File: config.mk
export PLATFORM = sky130hd
export DESIGN_NAME = bcast_ccc_seq
export DESIGN_NICKNAME = d
export VERILOG_FILES = /design/src/rtl/i3c_ccc_pkg.sv /design/src/rtl/ccc_byte_ctr.sv /design/src/rtl/bcast_ccc_seq.sv
export SDC_FILE = /design/constraint.sdc
export NUM_CORES = 1
export LEC_CHECK = 0
export ABC_AREA = 1
export ABC_CLOCK_PERIOD_IN_PS = 2880
export CAP_MARGIN = 20
export CORE_MARGIN = 8
export CORE_UTILIZATION = 52
export CTS_CLUSTER_DIAMETER = 50
export CTS_CLUSTER_SIZE = 40
export DETAILED_ROUTE_END_ITERATION = 12
export PLACE_DENSITY_LB_ADDON = 0.1
export REMOVE_ABC_BUFFERS = 1
export SLEW_MARGIN = 20
export SYNTH_ARGS = -nofsm -noshare
export SYNTH_HDL_FRONTEND = slang
export SYNTH_SLANG_ARGS = --single-unit
File: constraint.sdc
create_clock -name i_clk -period 2.88 [get_ports i_clk]
set_clock_uncertainty 0.1 [all_clocks]
set_input_delay 0.576 -clock i_clk [delete_from_list [all_inputs] [get_ports i_clk]]
set_output_delay 0.576 -clock i_clk [all_outputs]
set_load 0.005 [all_outputs]
File: src/rtl/i3c_ccc_pkg.sv
// rtl/i3c_ccc_pkg.sv - shared mode codes, state encoding and defaults for the broadcast-CCC sequencer
package i3c_ccc_pkg;

    localparam logic [2:0] TX_SERIAL = 3'b001;
    localparam logic [2:0] TX_TBIT   = 3'b011;
    localparam logic [2:0] TX_RSTART = 3'b100;
    localparam logic [2:0] RX_ARB    = 3'b010;
    localparam logic [2:0] RX_ACK    = 3'b000;

    localparam int DEF_BCAST_ADDR = 46;

    typedef enum logic [2:0] {
        ST_IDLE,
        ST_BCAST,
        ST_ACK,
        ST_RSTART,
        ST_CCC,
        ST_CCC_T,
        ST_DATA,
        ST_DATA_T
    } state_t;

endpackage

File: src/rtl/ccc_byte_ctr.sv
// rtl/ccc_byte_ctr.sv - CCC data byte index, length clamp, last-byte compare and regf address adder
module ccc_byte_ctr #(
    parameter int ADDR_W    = 12,
    parameter int MAX_BYTES = 4,
    parameter int LEN_W     = $clog2(MAX_BYTES + 1)
) (
    input  logic              i_clk,
    input  logic              i_rst_n,
    input  logic              i_load,
    input  logic              i_inc,
    input  logic [ADDR_W-1:0] i_base_addr,
    input  logic [LEN_W-1:0]  i_len,
    output logic              o_len_zero,
    output logic              o_last,
    output logic [ADDR_W-1:0] o_addr_cur,
    output logic [ADDR_W-1:0] o_addr_nxt
);

    localparam logic [LEN_W-1:0] MAX_LEN = LEN_W'(MAX_BYTES);

    logic [ADDR_W-1:0] base_q;
    logic [LEN_W-1:0]  len_q;
    logic [LEN_W-1:0]  idx_q;

    always_ff @(posedge i_clk or negedge i_rst_n) begin
        if (!i_rst_n) begin
            base_q <= '0;
            len_q  <= '0;
            idx_q  <= '0;
        end else if (i_load) begin
            base_q <= i_base_addr;
            len_q  <= (i_len > MAX_LEN) ? MAX_LEN : i_len;
            idx_q  <= '0;
        end else if (i_inc) begin
            idx_q  <= idx_q + LEN_W'(1);
        end
    end

    assign o_len_zero = (len_q == '0);
    assign o_last     = (idx_q == len_q - LEN_W'(1));
    // Address wraps modulo 2^ADDR_W by construction of the adder width.
    assign o_addr_cur = base_q + ADDR_W'(idx_q);
    assign o_addr_nxt = o_addr_cur + ADDR_W'(1);

endmodule

File: src/rtl/bcast_ccc_seq.sv
// rtl/bcast_ccc_seq.sv - broadcast 7E+W / CCC / data sequencer; NACK retry path under BCAST_CCC_RETRY_EN
module bcast_ccc_seq
    import i3c_ccc_pkg::*;
#(
    parameter int ADDR_W     = 12,
    parameter int BCAST_ADDR = DEF_BCAST_ADDR,
    parameter int MAX_BYTES  = 4,
    parameter int RETRY_MAX  = 2
) (
    input  logic                             i_clk,
    input  logic                             i_rst_n,
    input  logic                             i_i3cengine_en,
    input  logic [ADDR_W-1:0]                i_ccc_regf_addr,
    input  logic [ADDR_W-1:0]                i_data_regf_addr,
    input  logic [$clog2(MAX_BYTES+1)-1:0]   i_data_len,
    input  logic                             i_tx_mode_done,
    input  logic                             i_rx_mode_done,
    input  logic                             i_rx_ack_nack,
    input  logic                             i_scl_neg_edge,
    output logic                             o_pp_od,
    output logic                             o_bit_cnt_en,
    output logic                             o_regf_rd_en,
    output logic                             o_tx_en,
    output logic                             o_rx_en,
    output logic [ADDR_W-1:0]                o_regf_addr,
    output logic [2:0]                       o_tx_mode,
    output logic [2:0]                       o_rx_mode,
    output logic                             o_i3cengine_done,
    output logic                             o_ccc_nack
);

    localparam int LEN_W = $clog2(MAX_BYTES + 1);

    state_t            state_q, state_d;
    logic [ADDR_W-1:0] ccc_addr_q;
    logic              load, inc;
    logic              len_zero, last_byte;
    logic [ADDR_W-1:0] data_addr_cur, data_addr_nxt;
    logic              tx_step, rx_step;

    logic              pp_od_d, bit_cnt_en_d, regf_rd_en_d, tx_en_d, rx_en_d;
    logic [ADDR_W-1:0] regf_addr_d;
    logic [2:0]        tx_mode_d, rx_mode_d;
    logic              done_d, nack_d;

    assign tx_step = i_tx_mode_done && i_scl_neg_edge;
    assign rx_step = i_rx_mode_done && i_scl_neg_edge;

`ifdef BCAST_CCC_RETRY_EN
    localparam int RETRY_W = $clog2(RETRY_MAX + 1);
    logic [RETRY_W-1:0] retry_cnt_q;
    logic               retry_inc;

    always_ff @(posedge i_clk or negedge i_rst_n) begin
        if (!i_rst_n)
            retry_cnt_q <= '0;
        else if (load)
            retry_cnt_q <= '0;
        else if (retry_inc)
            retry_cnt_q <= retry_cnt_q + RETRY_W'(1);
    end
`endif

    ccc_byte_ctr #(
        .ADDR_W    (ADDR_W),
        .MAX_BYTES (MAX_BYTES),
        .LEN_W     (LEN_W)
    ) u_byte_ctr (
        .i_clk       (i_clk),
        .i_rst_n     (i_rst_n),
        .i_load      (load),
        .i_inc       (inc),
        .i_base_addr (i_data_regf_addr),
        .i_len       (i_data_len),
        .o_len_zero  (len_zero),
        .o_last      (last_byte),
        .o_addr_cur  (data_addr_cur),
        .o_addr_nxt  (data_addr_nxt)
    );

    always_comb begin
        state_d = state_q;
        load    = 1'b0;
        inc     = 1'b0;
        done_d  = 1'b0;
        nack_d  = 1'b0;
`ifdef BCAST_CCC_RETRY_EN
        retry_inc = 1'b0;
`endif
        if (state_q != ST_IDLE && !i_i3cengine_en) begin
            state_d = ST_IDLE;
        end else begin
            case (state_q)
                ST_IDLE: begin
                    if (i_i3cengine_en) begin
                        load    = 1'b1;
                        state_d = ST_BCAST;
                    end
                end
                ST_BCAST:  if (tx_step) state_d = ST_ACK;
                ST_ACK: begin
                    if (rx_step) begin
                        if (!i_rx_ack_nack) begin
                            state_d = ST_CCC;
`ifdef BCAST_CCC_RETRY_EN
                        end else if (retry_cnt_q < RETRY_W'(RETRY_MAX)) begin
                            retry_inc = 1'b1;
                            state_d   = ST_RSTART;
`endif
                        end else begin
                            done_d  = 1'b1;
                            nack_d  = 1'b1;
                            state_d = ST_IDLE;
                        end
                    end
                end
`ifdef BCAST_CCC_RETRY_EN
                ST_RSTART: if (tx_step) state_d = ST_BCAST;
`endif
                ST_CCC:    if (tx_step) state_d = ST_CCC_T;
                ST_CCC_T: begin
                    if (tx_step) begin
                        if (len_zero) begin
                            done_d  = 1'b1;
                            state_d = ST_IDLE;
                        end else begin
                            state_d = ST_DATA;
                        end
                    end
                end
                ST_DATA:   if (tx_step) state_d = ST_DATA_T;
                ST_DATA_T: begin
                    if (tx_step) begin
                        if (last_byte) begin
                            done_d  = 1'b1;
                            state_d = ST_IDLE;
                        end else begin
                            inc     = 1'b1;
                            state_d = ST_DATA;
                        end
                    end
                end
                default:   state_d = ST_IDLE;
            endcase
        end
    end

    // Outputs decode from the next state so they land together with the state register.
    always_comb begin
        pp_od_d      = 1'b0;
        bit_cnt_en_d = 1'b0;
        regf_rd_en_d = 1'b0;
        tx_en_d      = 1'b0;
        rx_en_d      = 1'b0;
        regf_addr_d  = '0;
        tx_mode_d    = 3'b000;
        rx_mode_d    = 3'b000;
        case (state_d)
            ST_BCAST: begin
                tx_en_d      = 1'b1;
                tx_mode_d    = TX_SERIAL;
                rx_en_d      = 1'b1;
                rx_mode_d    = RX_ARB;
                regf_rd_en_d = 1'b1;
                regf_addr_d  = ADDR_W'(BCAST_ADDR);
                bit_cnt_en_d = 1'b1;
            end
            ST_ACK: begin
                rx_en_d   = 1'b1;
                rx_mode_d = RX_ACK;
            end
            ST_RSTART: begin
                tx_en_d   = 1'b1;
                tx_mode_d = TX_RSTART;
            end
            ST_CCC: begin
                tx_en_d      = 1'b1;
                tx_mode_d    = TX_SERIAL;
                regf_rd_en_d = 1'b1;
                regf_addr_d  = ccc_addr_q;
                bit_cnt_en_d = 1'b1;
                pp_od_d      = 1'b1;
            end
            ST_CCC_T, ST_DATA_T: begin
                tx_en_d   = 1'b1;
                tx_mode_d = TX_TBIT;
                pp_od_d   = 1'b1;
            end
            ST_DATA: begin
                tx_en_d      = 1'b1;
                tx_mode_d    = TX_SERIAL;
                regf_rd_en_d = 1'b1;
                regf_addr_d  = (state_q == ST_DATA_T) ? data_addr_nxt : data_addr_cur;
                bit_cnt_en_d = 1'b1;
                pp_od_d      = 1'b1;
            end
            default: ;
        endcase
    end

    always_ff @(posedge i_clk or negedge i_rst_n) begin
        if (!i_rst_n) begin
            state_q          <= ST_IDLE;
            ccc_addr_q       <= '0;
            o_pp_od          <= 1'b0;
            o_bit_cnt_en     <= 1'b0;
            o_regf_rd_en     <= 1'b0;
            o_tx_en          <= 1'b0;
            o_rx_en          <= 1'b0;
            o_regf_addr      <= '0;
            o_tx_mode        <= 3'b000;
            o_rx_mode        <= 3'b000;
            o_i3cengine_done <= 1'b0;
            o_ccc_nack       <= 1'b0;
        end else begin
            state_q          <= state_d;
            if (load)
                ccc_addr_q   <= i_ccc_regf_addr;
            o_pp_od          <= pp_od_d;
            o_bit_cnt_en     <= bit_cnt_en_d;
            o_regf_rd_en     <= regf_rd_en_d;
            o_tx_en          <= tx_en_d;
            o_rx_en          <= rx_en_d;
            o_regf_addr      <= regf_addr_d;
            o_tx_mode        <= tx_mode_d;
            o_rx_mode        <= rx_mode_d;
            o_i3cengine_done <= done_d;
            o_ccc_nack       <= nack_d;
        end
    end

endmodule

# ---- Word level (Yosys, flattened, before mapping)
# Index checks and enable logic that the tools add are counted.
dict set report op_classes {
  eq_ne 14
  n_reduce_logical 13
  order_cmp 1
  n_addsub 4
  n_mux 40
}
# operator n
set ops {}
lappend ops {{$mux 3} 14}
lappend ops {{$pmux 12 s3} 1}
lappend ops {{$eq 3x3->1 const B} 8}
lappend ops {{$pmux 3 s7} 1}
lappend ops {{$mux 1} 20}
lappend ops {{$add 12x1->12 const B} 1}
lappend ops {{$add 12x3->12} 1}
lappend ops {{$mux 12} 1}
lappend ops {{$eq 3x2->1 const B} 3}
lappend ops {{$pmux 3 s3} 1}
lappend ops {{$eq 3x1->1 const B} 2}
lappend ops {{$logic_not 3->1} 2}
lappend ops {{$reduce_or 6->1} 1}
lappend ops {{$reduce_or 2->1} 2}
lappend ops {{$reduce_or 4->1} 1}
lappend ops {{$add 3x1->3 const B} 1}
lappend ops {{$eq 3x3->1} 1}
lappend ops {{$gt 3x3->1 const B} 1}
lappend ops {{$logic_and 1x1->1} 3}
lappend ops {{$pmux 1 s3} 1}
lappend ops {{$reduce_bool 3->1} 1}
lappend ops {{$reduce_or 3->1} 1}
lappend ops {{$sub 3x1->3 const B} 1}
lappend ops {{$mux 2} 1}
lappend ops {{other kinds (2)} 2}
dict set report totals {
  wordCells 86
  ff_bits 57
  inputBits 34
  output_inout_bits 25
}

# ---- Logic depth before layout (Yosys ltp)
# Gate-level depths: netlist of the first run.
dict set report logic_depth {
  word_depth 9
  depth_mapped 16
  ltp_nobuf 16
}

# ---- Cells and area by module
# Synthesis of the first run repeated with hierarchy kept, for this count alone.
dict set report unflattened {
  hier_cells 433
  area_unflattened_um2 3239.4
}
# module area_each_um2 seq_area_each_um2 instances cells_each
set modules_own_cells {}
lappend modules_own_cells {bcast_ccc_seq 1833.0 925.9 1 233}
lappend modules_own_cells {ccc_byte_ctr 1406.3 450.4 1 200}

# ---- Worst setup path after synthesis of the first run
# No wires, ideal clock.
dict set report synth_path {
  path_kind {reg2reg}
  startpoint {register u_byte_ctr.idx_q[0]}
  endpoint {register o_regf_addr[10]}
  period_less_slack_ns 2.278
  path_slack_ns 0.602
  setup_ns 0.117
  t_arrival_ns 2.060
  stages_incl_launch_ff 13
  t_required_ns 2.663
  n_path_buf 0
  path_cell_list {dfrtp_1 -> ha_1 -> inv_1 -> fa_1 -> inv_1 -> ha_1 -> nand4_2 -> nor2_2 -> nand3_1 -> nor2_2 -> nand3_1 -> nand3_1 -> nand2_1}
}
dict set report synth_between {
  elab_chain_len 7
  word_cells_on_any_way 12
  cone_classes {add/sub: 2; eq/ne: 4; mux: 6}
}
# item line
set synth_lines {}
lappend synth_lines {{from (decl)} ccc_byte_ctr.sv:23} ;# logic [LEN_W-1:0] idx_q;
lappend synth_lines {{from (signal assigned)} ccc_byte_ctr.sv:35} ;# idx_q <= idx_q + LEN_W'(1);
lappend synth_lines {{branches (longest 6 deep; another with $add 12x3->12)} --}
lappend synth_lines {{$pmux 12 s3 (*)} bcast_ccc_seq.sv:158} ;# case (state_d)
lappend synth_lines {{named net regf_addr_d[10]} bcast_ccc_seq.sv:42} ;# logic [ADDR_W-1:0] regf_addr_d;
lappend synth_lines {{to (signal assigned)} bcast_ccc_seq.sv:224} ;# o_regf_addr <= regf_addr_d;
lappend synth_lines {{to (decl)} bcast_ccc_seq.sv:25} ;# output logic [ADDR_W-1:0] o_regf_addr,
# Mark *: on every way through the listed nets, which the timed path passes.
# A chain may end at the register's enable or synchronous reset.

# ---- Worst setup path after layout of the first run
# Ends and elaborated chain as after synthesis.

==> results of run 1 <==
[placed cells by master (no fill, tap or decap), types with 2 or more instances in the layout]
cell type / Yosys / final
nand2_1: 150 / 150
dfrtp_1: 55 / 55
clkdlybuf4s50_1: 0 / 55
inv_1: 41 / 41
nand3_1: 29 / 29
nor2_1: 23 / 23
o21ai_0: 18 / 18
ha_1: 7 / 7
nor2_2: 6 / 6
nand4_1: 6 / 6
a21oi_1: 6 / 6
xor2_1: 5 / 5
clkbuf_8: 0 / 5
nor2_4: 4 / 4
inv_2: 3 / 3
nor3_1: 3 / 3
nand3_2: 3 / 3
nand3b_1: 3 / 3
conb_1: 1 / 3
bufinv_16: 0 / 2
buf_4: 4 / 2
[routing by layer]
layer  wire (um)  up-vias
met5           0        -
met3         421        4
met4          39        0
li1            -     1320
met1        3038     1128
met2        2733       75
[where the power goes]
part	total (mW)	switching [mW]	internal, mW
registers	1.24	0.188	1.05
logic	1.35	0.810	0.537
clock network	0.580	0.233	0.347
[cell families after synthesis]
group | after synthesis | synth area share
adder cells (fa/ha/maj) | 8 | 0.03624
AO/OA/AOI/OAI | 30 | 0.05479
XOR/XNOR | 7 | 0.02318
AND/OR/NAND/NOR | 230 | 0.3430
other | 1 | 0.001263
flip-flops | 55 | 0.4635
buffers and inverters | 55 | 0.07796
[final cells by class]
cell class,instances,area share
flip-flops and latches,55,0.3696
multi-input cells,278,0.3676
repair buffers,59,0.1586
inverters,44,0.04435
well taps,72,0.02419
clock buffers,6,0.01949
clock inverters,2,0.01613
[sequential cells by signal, summed over array words and instances, names as in the netlist, 3 cells and up]
signal             cells
ccc_addr_q            12
u_byte_ctr.idx_q       3
o_tx_mode              3
o_regf_addr           12
u_byte_ctr.base_q     12
state_q                3
u_byte_ctr.len_q       3
[worst min path at each step]
stage / startpoint / end / slack, ps
global route: i_rst_n / o_ccc_nack$_DFF_PN0_ / 220
CTS: i_rst_n / ccc_addr_q[4]$_DFFE_PN0P_ / 200
detailed placement: ccc_addr_q[0]$_DFFE_PN0P_ / ccc_addr_q[0]$_DFFE_PN0P_ / 360
floorplan: i_rst_n / ccc_addr_q[0]$_DFFE_PN0P_ / 180
global placement: ccc_addr_q[4]$_DFFE_PN0P_ / ccc_addr_q[4]$_DFFE_PN0P_ / 350
finish: i_rst_n / o_ccc_nack$_DFF_PN0_ / 190
==> impl_metrics.yaml, run 1 <==
logic_synthesis:
  synthArstFlopShare: 1.000
  number_of_flops_mapped_to_enable_cells_by_yosys: 0
  synthesis.instances: 386
  yosys_warnings: 0
  yosysUniqueCellTypes: 33
  yosys_most_used_dff: "dfrtp_1"
  synth_area_leader_cell: "dfrtp_1"
  ys_top_cells_by_area: "dfrtp_1, nand2_1, inv_1, nand3_1, o21ai_0"
  yosys-top-cells-count: "nand2_1, dfrtp_1, inv_1"
  synth.cell_area_sq_um: 2969
  postSynthRegisterBits: 55
  sequential_to_total_area_share_from_yosys_stat: 0.4635
  yosysMostFrequentCell: "nand2_1"
  synth.top_cell.area_share: 0.4635
  synthesis.area_per_instance_sq_um: 7.692
clock_tree:
  clock_latency_ps: 300
  postCtsSetupBuffers: 0
  clkSinkCount: 55
  postCtsHoldBufs: 0
  cts.repair.resized: 0
  buffer_type_at_the_clock_tree_root: "clkbuf_8"
  clk_transition_reported_paths_ps: 90
  cts_tree: "built"
  cts_inserted_buffers: 5
  cts_max_path_buffers: 2
  htree_levels: 2
global_routing:
  antenna_violations_before_repair: 0
  grt_start_max_net_pins: 37
  met1_usage: 0.2115
  groute.layer.met2.usage: 0.2563
  grt_pass1_wl_mm: 11.49
  grt_most_used_layer: "met2"
  overflow: 0
  groute.layer.met3.usage: 0.04444
  groute.usage.overall: 0.1614
  grt_pass1_vias: 2635
sta:
  worst_pin_slew_ps: 638.5
  rsz0062_at_grt: "no"
  fin_ws_ps: 405.0
  final_number_of_hold_violating_endpoints: 0
  fin_hold_ws_ps: 186.3
  period_share: 0.8594
  final_max_slew_viol_count: 0
  normalized_max_slew_margin: 0.5743
  final_setup_viols: 0
  finalCriticalPeriod_ps: 2475
  setup_tns_ps: 0
  max_clock_freq_ghz: 0.4040
detailed_routing:
  drt-vias-per-instance: 4.897
  detail_route.first_pass.iterations: 4
  final_routed_wirelength_mm: 6.232
  drt_first_iter_violations: 219
  post-route-drc-count: 0
  postRouteAntennaNets: 0
  wire_per_inst_um: 12.08
  dr_total_vias: 2527
floorplanning:
  floorplan.rows: 27
  floorplan_core_area_sq_um: 5507
  floorplan.die.height_um: 91.57
  die_area_sq_um: 8384
  die_width_um: 91.57
  ioPinCount: 59
  start_util: 0.5392
setup_path:
  critPathLaunchType: "flip-flop"
  critPathSlowestCell: "fa_1"
  worst_ep_required_time_ps: 2970
  crit_path_end_kind: "flip-flop"
  timing.critical_path.max_delay_family: "adder cells"
  critPathCapture: "o_regf_addr[10]$_DFF_PN0_"
  critical_path.n_buffers_inverters: 2
  timing.reg2reg.setup_slack_ps: 400
  critPathArrivalTime_ps: 2570
  crit_path_max_incr_delay_ps: 450
  crit-reg2reg-capture: "o_regf_addr[10]$_DFF_PN0_"
  crit_type: "reg2reg"
  critical_path_depth: 12
  startpoint_of_the_most_critical_register_to_register_path: "u_byte_ctr.idx_q[0]$_DFFE_PN0P_"
  critPathLaunch: "u_byte_ctr.idx_q[0]$_DFFE_PN0P_"
  worstPathMaxFanout: 4
  ff2ff_path_depth: 12
  worst_path_most_repeated_cell: "nand3_1"
  cp_cell_sequence: "ha_1 -> inv_1 -> fa_1 -> inv_1 -> ha_1 -> nand4_2 -> nor2_2 -> nand3_1 -> nor2_2 -> nand3_1 -> nand3_1 -> nand2_1"
placement:
  placed_cells: 508
  post-place-ws_ps: 408.1
  gp_congestion: 0.8854
  post_dp_cell_area_sq_um: 3591
  port_buffers: 56
  place.detailed.hpwl_mm: 4.821
final_layout:
  stdcell_count: 516
  antenna_cells_inserted: 0
  syn2layout_area_growth_pct: 25.41
  fin_nets: 485
  multiInputGateArea_sq_um: 1369
  final_layout_size_suffix_gt1_frac: 0.07207
  fillCellCount: 459
  final_core_utilization: 0.6762
  fin_area_sq_um: 3724
  seqCellArea_sq_um: 1376
min_path:
  hold_path.class: "in2async"
pwr:
  design_power_total_mw: 3.169
  max-vdd-ir-drop_v: 0.0004401
  power.static_leakage_nw: 1.891
  pwr_density_cell_nw_per_um2: 851.2
outcome:
  status: "finished clean"
flow_run:
  max-cap-violations: 0
Note: power is estimated with default switching activity, not from simulation.
==> run 2: changes to the inputs <==
- TNS_END_PERCENT: unset -> 5
==> results of run 2 <==
Final layout, timing and power as in run 1 (identical DEF).
==> run 3: changes to the inputs <==
- ABC_CLOCK_PERIOD_IN_PS: 2880 -> 2630
- clock period: 2.88 -> 2.63 ns (I/O delays scaled with it)
==> run 3 against run 2 <==
Register-to-register slack got worse by 140 ps. First-iteration DRC count fell by 30%. Clock-buffer cell count fell by 1. Core utilization fell by 0.23 points. Critical path depth did not move. Sequential power rose by 8%. Largest cell class unchanged. Highest routed layer unchanged.
==> impl_metrics.yaml, run 3 (synthesized netlist as in run 1, its figures left out) <==
outcome:
  status: "finished clean"
floorplanning:
  start_util: 0.5392
  die_area_sq_um: 8384
  ioPinCount: 59
  floorplan.rows: 27
  floorplan_core_area_sq_um: 5507
  die_width_um: 91.57
  floorplan.die.height_um: 91.57
detailed_routing:
  dr_total_vias: 2476
  final_routed_wirelength_mm: 6.112
  post-route-drc-count: 0
  detail_route.first_pass.iterations: 4
  drt-vias-per-instance: 4.789
  postRouteAntennaNets: 0
  wire_per_inst_um: 11.82
  drt_first_iter_violations: 153
sta:
  setup_tns_ps: 0
  fin_ws_ps: 269.0
  rsz0062_at_grt: "no"
  final_setup_viols: 0
  normalized_max_slew_margin: 0.5553
  max_clock_freq_ghz: 0.4236
  final_max_slew_viol_count: 0
  worst_pin_slew_ps: 667.1
  final_number_of_hold_violating_endpoints: 0
  period_share: 0.8977
  finalCriticalPeriod_ps: 2361
final_layout:
  final_core_utilization: 0.6739
  fin_nets: 486
  final_layout_size_suffix_gt1_frac: 0.08090
  fin_area_sq_um: 3711
  mostFrequentLayoutCells: "nand2_1, clkdlybuf4s50_1, dfrtp_1"
  stdcell_count: 517
  layout_commonest_cell: "nand2_1"
  antenna_cells_inserted: 0
  fillCellCount: 462
  syn2layout_area_growth_pct: 24.99
  biggestRegsByFlops: "ccc_addr_q x12, o_regf_addr x12, u_byte_ctr.base_q x12"
global_routing:
  grt_start_max_net_pins: 56
  grt_pass1_wl_mm: 10.88
  groute.usage.overall: 0.1531
  overflow: 0
  grt_pass1_vias: 2459
  antenna_violations_before_repair: 0
clock_tree:
  clkSinkCount: 55
  cts_max_path_buffers: 2
  clock_latency_ps: 300
  cts_tree: "built"
  htree_levels: 2
  buffer_type_at_the_clock_tree_root: "clkbuf_8"
  clk_transition_reported_paths_ps: 100
  cts_inserted_buffers: 5
placement:
  post_dp_cell_area_sq_um: 3578
  port_buffers: 56
  post-place-ws_ps: 181.8
  place.detailed.hpwl_mm: 4.670
  placed_cells: 508
  gp_congestion: 0.8946
setup_path:
  critPathArrivalTime_ps: 2460
  timing.reg2reg.setup_slack_ps: 270
  ff2ff_path_depth: 12
  cp_cell_sequence: "ha_2 -> inv_1 -> fa_1 -> inv_1 -> ha_1 -> nand4_2 -> nor2_2 -> nand3_1 -> nor2_2 -> nand2_1 -> nand3_1 -> nand2_1"
  crit_path_end_kind: "flip-flop"
  critPathLaunch: "u_byte_ctr.idx_q[0]$_DFFE_PN0P_"
  crit_path_max_incr_delay_ps: 450
  startpoint_of_the_most_critical_register_to_register_path: "u_byte_ctr.idx_q[0]$_DFFE_PN0P_"
  worst_ep_required_time_ps: 2730
  critPathLaunchType: "flip-flop"
  timing.critical_path.max_delay_family: "adder cells"
  crit_type: "reg2reg"
  critical_path.n_buffers_inverters: 2
  critPathSlowestCell: "fa_1"
  critical_path_depth: 12
  crit-reg2reg-capture: "o_regf_addr[8]$_DFF_PN0_"
  worstPathMaxFanout: 4
  critPathCapture: "o_regf_addr[8]$_DFF_PN0_"
flow_run:
  max-cap-violations: 0
min_path:
  hold_path.class: "in2async"
pwr:
  power.static_leakage_nw: 1.881
  pwr_density_cell_nw_per_um2: 908.8
  max-vdd-ir-drop_v: 0.0004698
==> run 3: cell types whose count changed in the layout (fill, tap and decap cells not counted), sizes merged <==
cell	delta
clkbuf	-1
buf	+1
inv	+1
clkinv	+1
bufinv	-1
==> run 3: routing by layer <==
metal,vias to the layer above,global-route usage,share of wire
met5,-,0,0
met3,10,0.03621,0.057
met1,1090,0.2022,0.49
li1,1320,-,-
met2,56,0.2443,0.44
met4,0,0.04093,0.014
==> run 3: final cells by class <==
type	count	area [sq um]	share of cell area
clock buffers	5	68.82	0.01854
well taps	72	90.09	0.02428
clock inverters	3	47.55	0.01281
flip-flops and latches	55	1378	0.3712
repair buffers	60	585.6	0.1578
inverters	44	165.2	0.04450
multi-input cells	278	1376	0.3709
==> run 3: how the worst min path moves through the flow <==
stage	startpoint	to	slack [ps]	cells after the start
6_report	i_rst_n	o_i3cengine_done$_DFF_PN0_	230	2
5_1_grt	i_rst_n	o_ccc_nack$_DFF_PN0_	290	2
4_1_cts	i_rst_n	o_regf_addr[3]$_DFF_PN0_	260	2
3_5_place_dp	ccc_addr_q[11]$_DFFE_PN0P_	ccc_addr_q[11]$_DFFE_PN0P_	360	2
3_3_place_gp	ccc_addr_q[1]$_DFFE_PN0P_	ccc_addr_q[1]$_DFFE_PN0P_	350	2
2_1_floorplan	i_rst_n	ccc_addr_q[0]$_DFFE_PN0P_	130	0
==> run 3: report_power, final <==
group          switching [mW]  total (mW)  internal, mW  leakage [nW]
Combinational           0.883        1.47         0.588          1.12
Sequential              0.190        1.34          1.15         0.703
Clock                   0.271       0.560         0.289        0.0587
==> run 3: stage by stage <==
stage	hold WS (ps)	power [mW]
3_5_place_dp	360.6	2.826
6_report	229.5	3.373
3_3_place_gp	353.7	2.795
2_1_floorplan	130.4	2.303
4_1_cts	256.3	3.396
5_1_grt	290.5	3.695
==> run 3: repair_timing <==
action                                  in CTS  in global routing
resized for setup                            0                  4
buffers inserted                             0                  1
endpoints found under the setup margin       0                  5
hold buffers                                 0                  0
==> RTL change (flow settings as in run 2) <==
Re-encode `state_t` (8 states) as Gray code, 3 bits wide.
--- a/src/rtl/i3c_ccc_pkg.sv
+++ b/src/rtl/i3c_ccc_pkg.sv
@@ -10,14 +10,14 @@
     localparam int DEF_BCAST_ADDR = 46;
 
     typedef enum logic [2:0] {
-        ST_IDLE,
-        ST_BCAST,
-        ST_ACK,
-        ST_RSTART,
-        ST_CCC,
-        ST_CCC_T,
-        ST_DATA,
-        ST_DATA_T
+        ST_IDLE   = 3'b000,
+        ST_BCAST  = 3'b001,
+        ST_ACK    = 3'b011,
+        ST_RSTART = 3'b010,
+        ST_CCC    = 3'b110,
+        ST_CCC_T  = 3'b111,
+        ST_DATA   = 3'b101,
+        ST_DATA_T = 3'b100
     } state_t;
 
 endpackage
Check against the original RTL: same outputs for any inputs over 10 cycles, from zero or initial values and one cycle with i_rst_n low; not proved beyond that.
==> RTL change against run 2 <==
Synthesized area is 1.2% higher. Design area is 0.10% higher. Wire length is 7.6% higher. Sequential power is 5% higher. Power is 6.5% higher. Critical path depth is 2 higher. Sequential cell count stayed put. Synthesized cell count is 3.1% higher. Hold slack worse by 0.16 ns. Via count is 4.6% higher. Setup slack worse by 0.041 ns. Combinational power is 21% higher. Final cell count is 2.9% higher.
==> RTL change: results <==
group,metric,value,unit
routing,drt-initial-drc-count,116,
power_and_ir_drop,ir_worst_vdd,0.420,mV
routing,wl_per_cell,12.6,um
placed_design,pre_cts_slack,0.383,ns
setup_path,r2r_cells,14,
setup_path,rrSetupSlack,0.36,ns
cts,cts_resized,0,
final_layout,nets,500,
logic_synthesis,synthAdderAreaFrac,3.58,%
final_layout,drive_gt1_share,9.80,%
cts,clockBufferDepth,2,
global_routing,grtUsageTotal,17.0,%
routing,vias,2644,
routing,wl_met1,3050,um
sta,timing.hold.ws,0.0241,ns
logic_synthesis,ys_seq_area_share,45.8,%
power_and_ir_drop,leakagePower,1.87,nW
placed_design,dpl.hpwl,5090,um
global_routing,grt_use_met3,4.32,%
logic_synthesis,ys_types,30,
global_routing,grt_pass1_wl,11900,um
global_routing,grt_max_degree,34,
global_routing,grt_pass1_vias,2680,
global_routing,gr-usage-met2,28.2,%
routing,dr_wl_met3,441,um
setup_path,worstPathArrival,2.63,ns
global_routing,antenna_found_initial,0,
sta,min_period,2.52,ns
final_layout,fill_cells,467,
logic_synthesis,synth_commonest_cells,"nand2_1, dfrtp_1, inv_1",
setup_path,critPathSlowestCell,"dfrtp_1",
logic_synthesis,synth-compound-area-share,6.04,%
logic_synthesis,synthXorXnorAreaFrac,1.17,%
setup_path,cpLargestDelayFamily,"simple AND/OR/NAND/NOR gates",
run_status,outcome,"finished clean",
routing,wl_met2,3120,um
logic_synthesis,synth.area.top_cells,"dfrtp_1, nand2_1, nand3_1",
placed_design,gp_congestion,0.889,
cts,cts_inserted_buffers,5,
-- RTL change: cell count changes in the layout (fill, tap and decap cells not counted), sizes merged, moves of 2 or more --
cell	change
bufinv	-2
inv	+3
nand2	+8
o21ai	+4
xor2	-2
-- RTL change: through the flow --
step	cell area, sq um	instances	utilization, %	total power [mW]
after floorplan	2960	391	-	2.35
after global placement	3640	523	65.7	2.89
after detailed placement	3640	523	65.7	2.96
after CTS	3730	531	67.3	3.41
after global routing	3730	531	67.3	3.70
final	3730	531	67.3	3.38
-- RTL change: area by class of cell --
class,instances,share of cell area (%)
timing repair buffer,60,15.7
clock inverter,2,0.436
multi-input combinational,289,37.8
sequential,55,36.9
clock buffer,6,1.95
tap,72,2.42
inverter,47,4.77
-- RTL change: power breakdown --
| group | switching, mW | internal (mW) |
|---|---|---|
| registers | 0.214 | 1.08 |
| logic | 0.986 | 0.657 |
| clock network | 0.261 | 0.175 |
